### config.mk
export PLATFORM = sky130hd
export DESIGN_NAME = frac_op_sched_flat
export DESIGN_NICKNAME = d
export VERILOG_FILES = /design/src/rtl/frac_op_sched_pkg.sv /design/src/rtl/frac_op_sched_if.sv /design/src/rtl/frac_mul_q24.sv /design/src/rtl/frac_op_sched.sv /design/src/flat_wrapper.sv
export SDC_FILE = /design/constraint.sdc
export NUM_CORES = 2
export LEC_CHECK = 0
export BUFFER_PORTS_ARGS = -buffer_cell sky130_fd_sc_hd__buf_2
export CAP_MARGIN = 40
export CORE_MARGIN = 2
export CORE_UTILIZATION = 60
export DETAILED_ROUTE_END_ITERATION = 8
export PLACE_DENSITY = 0.78
export SLEW_MARGIN = 20
export SYNTH_ARGS = -nofsm -noshare
export SYNTH_HDL_FRONTEND = slang
export SYNTH_SLANG_ARGS = --single-unit
### constraint.sdc
create_clock -name clk_100HZ -period 10.6 [get_ports clk_100HZ]
set_clock_uncertainty 0.15 [all_clocks]
set_input_delay 1.59 -clock clk_100HZ [delete_from_list [all_inputs] [get_ports clk_100HZ]]
set_output_delay 1.59 -clock clk_100HZ [all_outputs]
set_load 0.1 [all_outputs]
### src/rtl/frac_op_sched_pkg.sv
// Shared constants, FSM encoding and round-robin helper for the fractional-operator scheduler.
package frac_sched_pkg;

  localparam int ALPHA_DEF     = 8388608;   // 0.5 in Q8.24
  localparam int STEP_BETA_DEF = 16861102;
  localparam int OUT_SCALE_DEF = 100;

  localparam int unsigned NCH   = 4;
  localparam int unsigned CHW   = 2;
  localparam int unsigned QW    = 32;
  localparam int unsigned QFRAC = 24;

  typedef enum logic [2:0] {
    S_IDLE,
    S_DIFF,
    S_MULA,
    S_MULB,
    S_SCALE
  } state_t;

  // First requesting channel after 'last', wrapping modulo NCH.
  function automatic logic [CHW-1:0] rr_pick(input logic [NCH-1:0] req,
                                             input logic [CHW-1:0] last);
    logic [CHW-1:0] idx;
    rr_pick = last;
    for (int unsigned i = NCH; i >= 1; i--) begin
      idx = last + CHW'(i);
      if (req[idx]) rr_pick = idx;
    end
  endfunction

endpackage

### src/rtl/frac_op_sched_if.sv
// Request/sample/result bundle between requesters and the scheduler.
interface frac_op_sched_if
  import frac_sched_pkg::*;
  ();

  logic [NCH-1:0]    Req_i;
  logic [NCH*QW-1:0] Signal_i;
  logic              Clr_i;
  logic [NCH-1:0]    Ack_o;
  logic [QW-1:0]     Output_o;
  logic [CHW-1:0]    OutCh_o;
  logic              OutValid_o;
  logic              Busy_o;

  modport master (
    output Req_i, Signal_i, Clr_i,
    input  Ack_o, Output_o, OutCh_o, OutValid_o, Busy_o
  );

  modport slave (
    input  Req_i, Signal_i, Clr_i,
    output Ack_o, Output_o, OutCh_o, OutValid_o, Busy_o
  );

endinterface

### src/rtl/frac_mul_q24.sv
// Signed 32x32 multiplier returning the full 64-bit product.
module frac_mul_q24 (
  input  logic signed [31:0] a_i,
  input  logic signed [31:0] b_i,
  output logic signed [63:0] p_o
);

  assign p_o = 64'(a_i) * 64'(b_i);

endmodule

### src/rtl/frac_op_sched.sv
// Four-channel fractional-order operator sharing one multiplier through a 5-state schedule.
module frac_op_sched
  import frac_sched_pkg::*;
#(
  parameter int ALPHA     = ALPHA_DEF,
  parameter int STEP_BETA = STEP_BETA_DEF,
  parameter int OUT_SCALE = OUT_SCALE_DEF
) (
  input  logic             clk_100HZ,
  input  logic             Rst_n,
  frac_op_sched_if.slave   bus
);

  localparam logic signed [QW-1:0] ALPHA_Q = ALPHA;
  localparam logic signed [QW-1:0] STEP_Q  = STEP_BETA;
  localparam logic signed [QW-1:0] SCALE_Q = OUT_SCALE;

  state_t state_q, state_d;

  logic signed [QW-1:0] prev_q [NCH];
  logic signed [QW-1:0] x_q;
  logic signed [QW-1:0] acc_q;
  logic [CHW-1:0]       ch_q;
  logic [CHW-1:0]       last_q;
  logic [NCH-1:0]       ack_q;
  logic [QW-1:0]        out_q;
  logic [CHW-1:0]       outch_q;
  logic                 valid_q;

  logic [CHW-1:0]       grant;
  logic signed [QW-1:0] sel_x;
  logic signed [QW-1:0] mul_b;
  logic signed [63:0]   product;
  logic                 unused_prod_hi;

  assign grant = rr_pick(bus.Req_i, last_q);
  assign sel_x = bus.Signal_i[grant*QW +: QW];

  // acc_q carries d, then t, then v through the three multiply stages.
  always_comb begin
    mul_b = '0;
    unique case (state_q)
      S_MULA:  mul_b = ALPHA_Q;
      S_MULB:  mul_b = STEP_Q;
      S_SCALE: mul_b = SCALE_Q;
      default: mul_b = '0;
    endcase
  end

  frac_mul_q24 u_mul (
    .a_i (acc_q),
    .b_i (mul_b),
    .p_o (product)
  );

  assign unused_prod_hi = ^product[63:56];

  always_comb begin
    state_d = state_q;
    if (bus.Clr_i) begin
      state_d = S_IDLE;
    end else begin
      unique case (state_q)
        S_IDLE:  if (|bus.Req_i) state_d = S_DIFF;
        S_DIFF:  state_d = S_MULA;
        S_MULA:  state_d = S_MULB;
        S_MULB:  state_d = S_SCALE;
        S_SCALE: state_d = S_IDLE;
        default: state_d = S_IDLE;
      endcase
    end
  end

  always_ff @(posedge clk_100HZ or negedge Rst_n) begin
    if (!Rst_n) state_q <= S_IDLE;
    else        state_q <= state_d;
  end

  always_ff @(posedge clk_100HZ or negedge Rst_n) begin
    if (!Rst_n) begin
      for (int unsigned k = 0; k < NCH; k++) prev_q[k] <= '0;
      x_q     <= '0;
      acc_q   <= '0;
      ch_q    <= '0;
      last_q  <= CHW'(NCH - 1);
      ack_q   <= '0;
      out_q   <= '0;
      outch_q <= '0;
      valid_q <= 1'b0;
    end else if (bus.Clr_i) begin
      for (int unsigned k = 0; k < NCH; k++) prev_q[k] <= '0;
      ack_q   <= '0;
      valid_q <= 1'b0;
    end else begin
      ack_q   <= '0;
      valid_q <= 1'b0;
      unique case (state_q)
        S_IDLE: begin
          if (|bus.Req_i) begin
            x_q    <= sel_x;
            ch_q   <= grant;
            last_q <= grant;
            ack_q  <= NCH'(1) << grant;
          end
        end
        S_DIFF:  acc_q <= x_q - prev_q[ch_q];
        S_MULA:  acc_q <= product[55:24] + x_q;
        S_MULB:  acc_q <= product[55:24] - x_q;
        S_SCALE: begin
          out_q        <= product[31:0];
          outch_q      <= ch_q;
          prev_q[ch_q] <= x_q;
          valid_q      <= 1'b1;
        end
        default: ;
      endcase
    end
  end

  assign bus.Ack_o      = ack_q;
  assign bus.Output_o   = out_q;
  assign bus.OutCh_o    = outch_q;
  assign bus.OutValid_o = valid_q;
  assign bus.Busy_o     = (state_q != S_IDLE);

endmodule

### src/flat_wrapper.sv
// flat-port wrapper written by rule: the top's interface ports become plain ports
module frac_op_sched_flat import frac_sched_pkg::*;
#(
  parameter int ALPHA     = ALPHA_DEF,
  parameter int STEP_BETA = STEP_BETA_DEF,
  parameter int OUT_SCALE = OUT_SCALE_DEF
)
  (clk_100HZ, Rst_n, bus_Req_i, bus_Signal_i, bus_Clr_i, bus_Ack_o, bus_Output_o, bus_OutCh_o, bus_OutValid_o, bus_Busy_o);
  frac_op_sched_if bus_i ();
  input  logic clk_100HZ;
  input  logic Rst_n;
  input wire logic [$bits(bus_i.Req_i)-1:0] bus_Req_i;
  input wire logic [$bits(bus_i.Signal_i)-1:0] bus_Signal_i;
  input wire logic [$bits(bus_i.Clr_i)-1:0] bus_Clr_i;
  output wire logic [$bits(bus_i.Ack_o)-1:0] bus_Ack_o;
  output wire logic [$bits(bus_i.Output_o)-1:0] bus_Output_o;
  output wire logic [$bits(bus_i.OutCh_o)-1:0] bus_OutCh_o;
  output wire logic [$bits(bus_i.OutValid_o)-1:0] bus_OutValid_o;
  output wire logic [$bits(bus_i.Busy_o)-1:0] bus_Busy_o;
  assign bus_i.Req_i = bus_Req_i;
  assign bus_i.Signal_i = bus_Signal_i;
  assign bus_i.Clr_i = bus_Clr_i;
  assign bus_Ack_o = bus_i.Ack_o;
  assign bus_Output_o = bus_i.Output_o;
  assign bus_OutCh_o = bus_i.OutCh_o;
  assign bus_OutValid_o = bus_i.OutValid_o;
  assign bus_Busy_o = bus_i.Busy_o;
  frac_op_sched #(.ALPHA(ALPHA), .STEP_BETA(STEP_BETA), .OUT_SCALE(OUT_SCALE)) u_core (.clk_100HZ(clk_100HZ), .Rst_n(Rst_n), .bus(bus_i));
endmodule
==> summary.txt <==
Worst reg2reg path startpoint: u_core.state_q[1]$_DFFE_PN0P_
Synthesized flop and latch total: 237
Worst R2R End: u_core.acc_q[31]$_DFFE_PN0P_
Starting Density: 60.9%
Nets: 4741
Skew-Pair Late Insertion Delay: 0.52 ns
Top cell by count, worst path: fa_1
DRC violations left: 0
Leakage power figure: 19.6 nW
Synth cell count leaders: 764 x inv_1, 461 x nand2_1, 443 x ha_1
Via-per-instance ratio: 5.62
Layout cells sized above 1: 11.6%
Max incr delay on CP: 0.59 ns
Syn-to-layout area delta: 8.18%
Worst VDD drop: 0.171 mV
DIE AREA: 56700 µm²
Top cell type's share of synthesized area: 23.4%
Avg Inst Size Synth: 8.96 µm²
CTS tree: built
Mapped Cells: 3670
CP arrival: 10.52 ns
Max-Cap Viols: 0
Top Ports: 175
# diodes: 0
Port buffer count: 173
Vias: 25245
Die W: 238 µm
Hold_sp: u_core.bus.OutCh_o[0]$_DFFE_PN0P_
Async S/R FF share, synth: 100%
Post-synth top flop: dfrtp_1
Ys Warns: 0
Hold path cells: 2
Count of antenna-violating nets left after detailed routing: 0
Gr ovfl total: 0
Multi-input gate area: 23600 µm²
CTS Sinks: 237
Root buf cell: clkbuf_16
Worst Setup End Kind: flip-flop
Total track usage: 30.5%
H-tree depth: 1
R2R cell count: 36
Number of iterations in the first detailed-routing pass: 5
Cts hold-fix bufs: 0
Register area share after synthesis: 18.0%
Max clock buf depth: 3
Post-synthesis cell type count: 86
Routability cong.: 1.01
FMAX: 97.8 MHz
Routed WL: 83.0 mm
Site Rows: 85
Slowest cell on crit path: fa_1
Count leader, synth: inv_1
Initial antenna violation count: 1
TritonCTS Buffers: 22
Core region area: 54000 µm²
Final min period: 10.22 ns
Startpoint Class: flip-flop
Max FO, Critical Path: 16
Post-DP HPWL: 68.1 mm
Vias in the first global route: 26488
CP Data Required Time: 10.90 ns
Power per cell area: 183 nW/µm²
Hold endpoint: u_core.bus.OutCh_o[0]$_DFFE_PN0P_
Hold Vio Cnt, Final: 0
Slew headroom: 48.8%
Number of flops mapped to enable cells by yosys: 0
Run status: completed
Synth area leaders: fa_1 23%, dfrtp_1 18%, ha_1 17%
Pin count of the biggest net entering global routing: 109
Chip height: 238 µm
DP Cell Count: 4449
Worst reg-to-reg setup slack: 0.38 ns
Initial DRC Count: 1867
Crit Path Class: flip-flop to flip-flop
First-pass GRT wire length: 137 mm
Fin crit share: 96.5%
Worst-path clk slew: 0.07 ns
Hold Crit Class: flip-flop to flip-flop
Final design utilization: 65.8%
Synth Cell Area: 32900 µm²
Yosys top cell by area: fa_1
Worst-Margin Slew: 0.768 ns
Count of final setup violators: 0
Fillers: 4380
FF/Latch Area: 5940 µm²
DR WL/cell: 18.5 µm
Max-slew violation count: 0
Finished Layout Cells: 4490
how the worst max path moves through the flow:
stage / startpoint / cells after the start / to / slack [ns]
4_1_cts: u_core.state_q[1]$_DFFE_PN0P_ / 37 / u_core.acc_q[31]$_DFFE_PN0P_ / 0.07
3_5_place_dp: u_core.state_q[1]$_DFFE_PN0P_ / 37 / u_core.acc_q[31]$_DFFE_PN0P_ / 0.11
6_report: u_core.state_q[1]$_DFFE_PN0P_ / 36 / u_core.acc_q[31]$_DFFE_PN0P_ / 0.38
5_1_grt: u_core.state_q[1]$_DFFE_PN0P_ / 37 / u_core.acc_q[31]$_DFFE_PN0P_ / -0.009
2_1_floorplan: u_core.state_q[1]$_DFFE_PN0P_ / 42 / u_core.acc_q[31]$_DFFE_PN0P_ / 0.81
3_3_place_gp: u_core.state_q[0]$_DFFE_PN0P_ / 38 / u_core.acc_q[31]$_DFFE_PN0P_ / 0.29
power breakdown:
part           switching (mW)  internal (mW)
clock                   0.345          0.487
sequential              0.381           1.07
combinational            2.55           1.67
total                    3.27           3.22
per-stage QoR:
step           cell area (µm²)  TNS (ns)  hold WS (ns)  setup WS [ns]  power, mW
5_1_grt                  35600  -0.00927         0.356       -0.00927       7.03
3_5_place_dp             34700         0         0.313          0.108       5.57
6_report                 35600         0         0.328          0.376       6.49
3_3_place_gp             34500         0         0.306          0.291       5.52
4_1_cts                  35500         0         0.328         0.0739       6.44
2_1_floorplan            32900         0         0.317          0.811       4.49
cell usage in the layout (no fill, tap or decap), types with 9 or more instances in the layout:
| master | synthesis | layout |
|---|---|---|
| inv_1 | 764 | 764 |
| nand2_1 | 461 | 460 |
| ha_1 | 443 | 442 |
| fa_1 | 384 | 384 |
| a21oi_1 | 274 | 274 |
| dfrtp_1 | 235 | 233 |
| buf_2 | 5 | 171 |
| o21ai_0 | 129 | 128 |
| nor2_1 | 113 | 108 |
| xnor2_1 | 79 | 78 |
| a21o_1 | 64 | 64 |
| buf_4 | 1 | 57 |
| xor2_1 | 55 | 55 |
| and3_1 | 49 | 49 |
| and2_1 | 43 | 41 |
| mux2i_1 | 36 | 36 |
| mux2_2 | 36 | 36 |
| mux4_2 | 32 | 32 |
| or2_2 | 31 | 31 |
| nand3_1 | 28 | 25 |
| clkbuf_16 | 0 | 23 |
| nand2b_1 | 23 | 22 |
| nor3_1 | 22 | 19 |
| o21a_1 | 16 | 16 |
| a31oi_1 | 15 | 15 |
| o21bai_1 | 11 | 11 |
| o31ai_1 | 11 | 11 |
| nor2b_1 | 10 | 10 |
| o21ai_1 | 9 | 9 |
layout make-up:
cell class | count | share of cell area [%]
Inverter | 764 | 8.06
Timing Repair Buffer | 237 | 4.23
Sequential cell | 237 | 16.7
Multi-Input combinational cell | 2517 | 66.4
Clock inverter | 6 | 0.239
Tap cell | 696 | 2.45
Clock buffer | 33 | 1.89
state kept, by name (all words and copies together) (netlist names), 3 cells and up:
name / count
u_core.x_q: 32
u_core.bus.Ack_o: 4
u_core.bus.Output_o: 31
u_core.state_q: 3
u_core.acc_q: 32
u_core.prev_q: 128
repair_timing:
| item | in CTS | in global routing |
|---|---|---|
| endpoints found under the setup margin | 0 | 14 |
| resized for setup | 0 | 18 |
| setup buffers | 0 | 0 |
layer usage:
metal  GRT usage [%]  vias up  wire length [µm]
met2            52.0      952             40400
met4            8.28        0              2210
li1                -    11929                 -
met1            40.7    12225             34100
met3            4.67      139              6320
met5               0        -                 0
logic make-up (layout without fill, tap and decap cells):
kind of cell               after synthesis  count (layout)  synth area share, %
AOI/OAI and AO/OA                      620             620                 11.6
xor gates and xnor gates               135             135                 3.64
adders and majority gates              827             827                 40.2
buffers and inverters                  917            1040                 10.5
DFF                                    237             237                 18.0
muxes                                  104             104                 4.52
other                                    1               2               0.0114
and+or+nand+nor                        829             829                 11.4
critical path, delay by kind of cell, from the launching register on:
family                   cells  cell delay [ns]
AO/OA/AOI/OAI               12             2.50
buffers and inverters        6             0.76
XOR/XNOR                     2             0.58
AND/OR/NAND/NOR              7             1.56
adder cells (fa/ha/maj)      9             4.18
flip-flops                   1             0.38
Power figures use the tool's default switching activity.
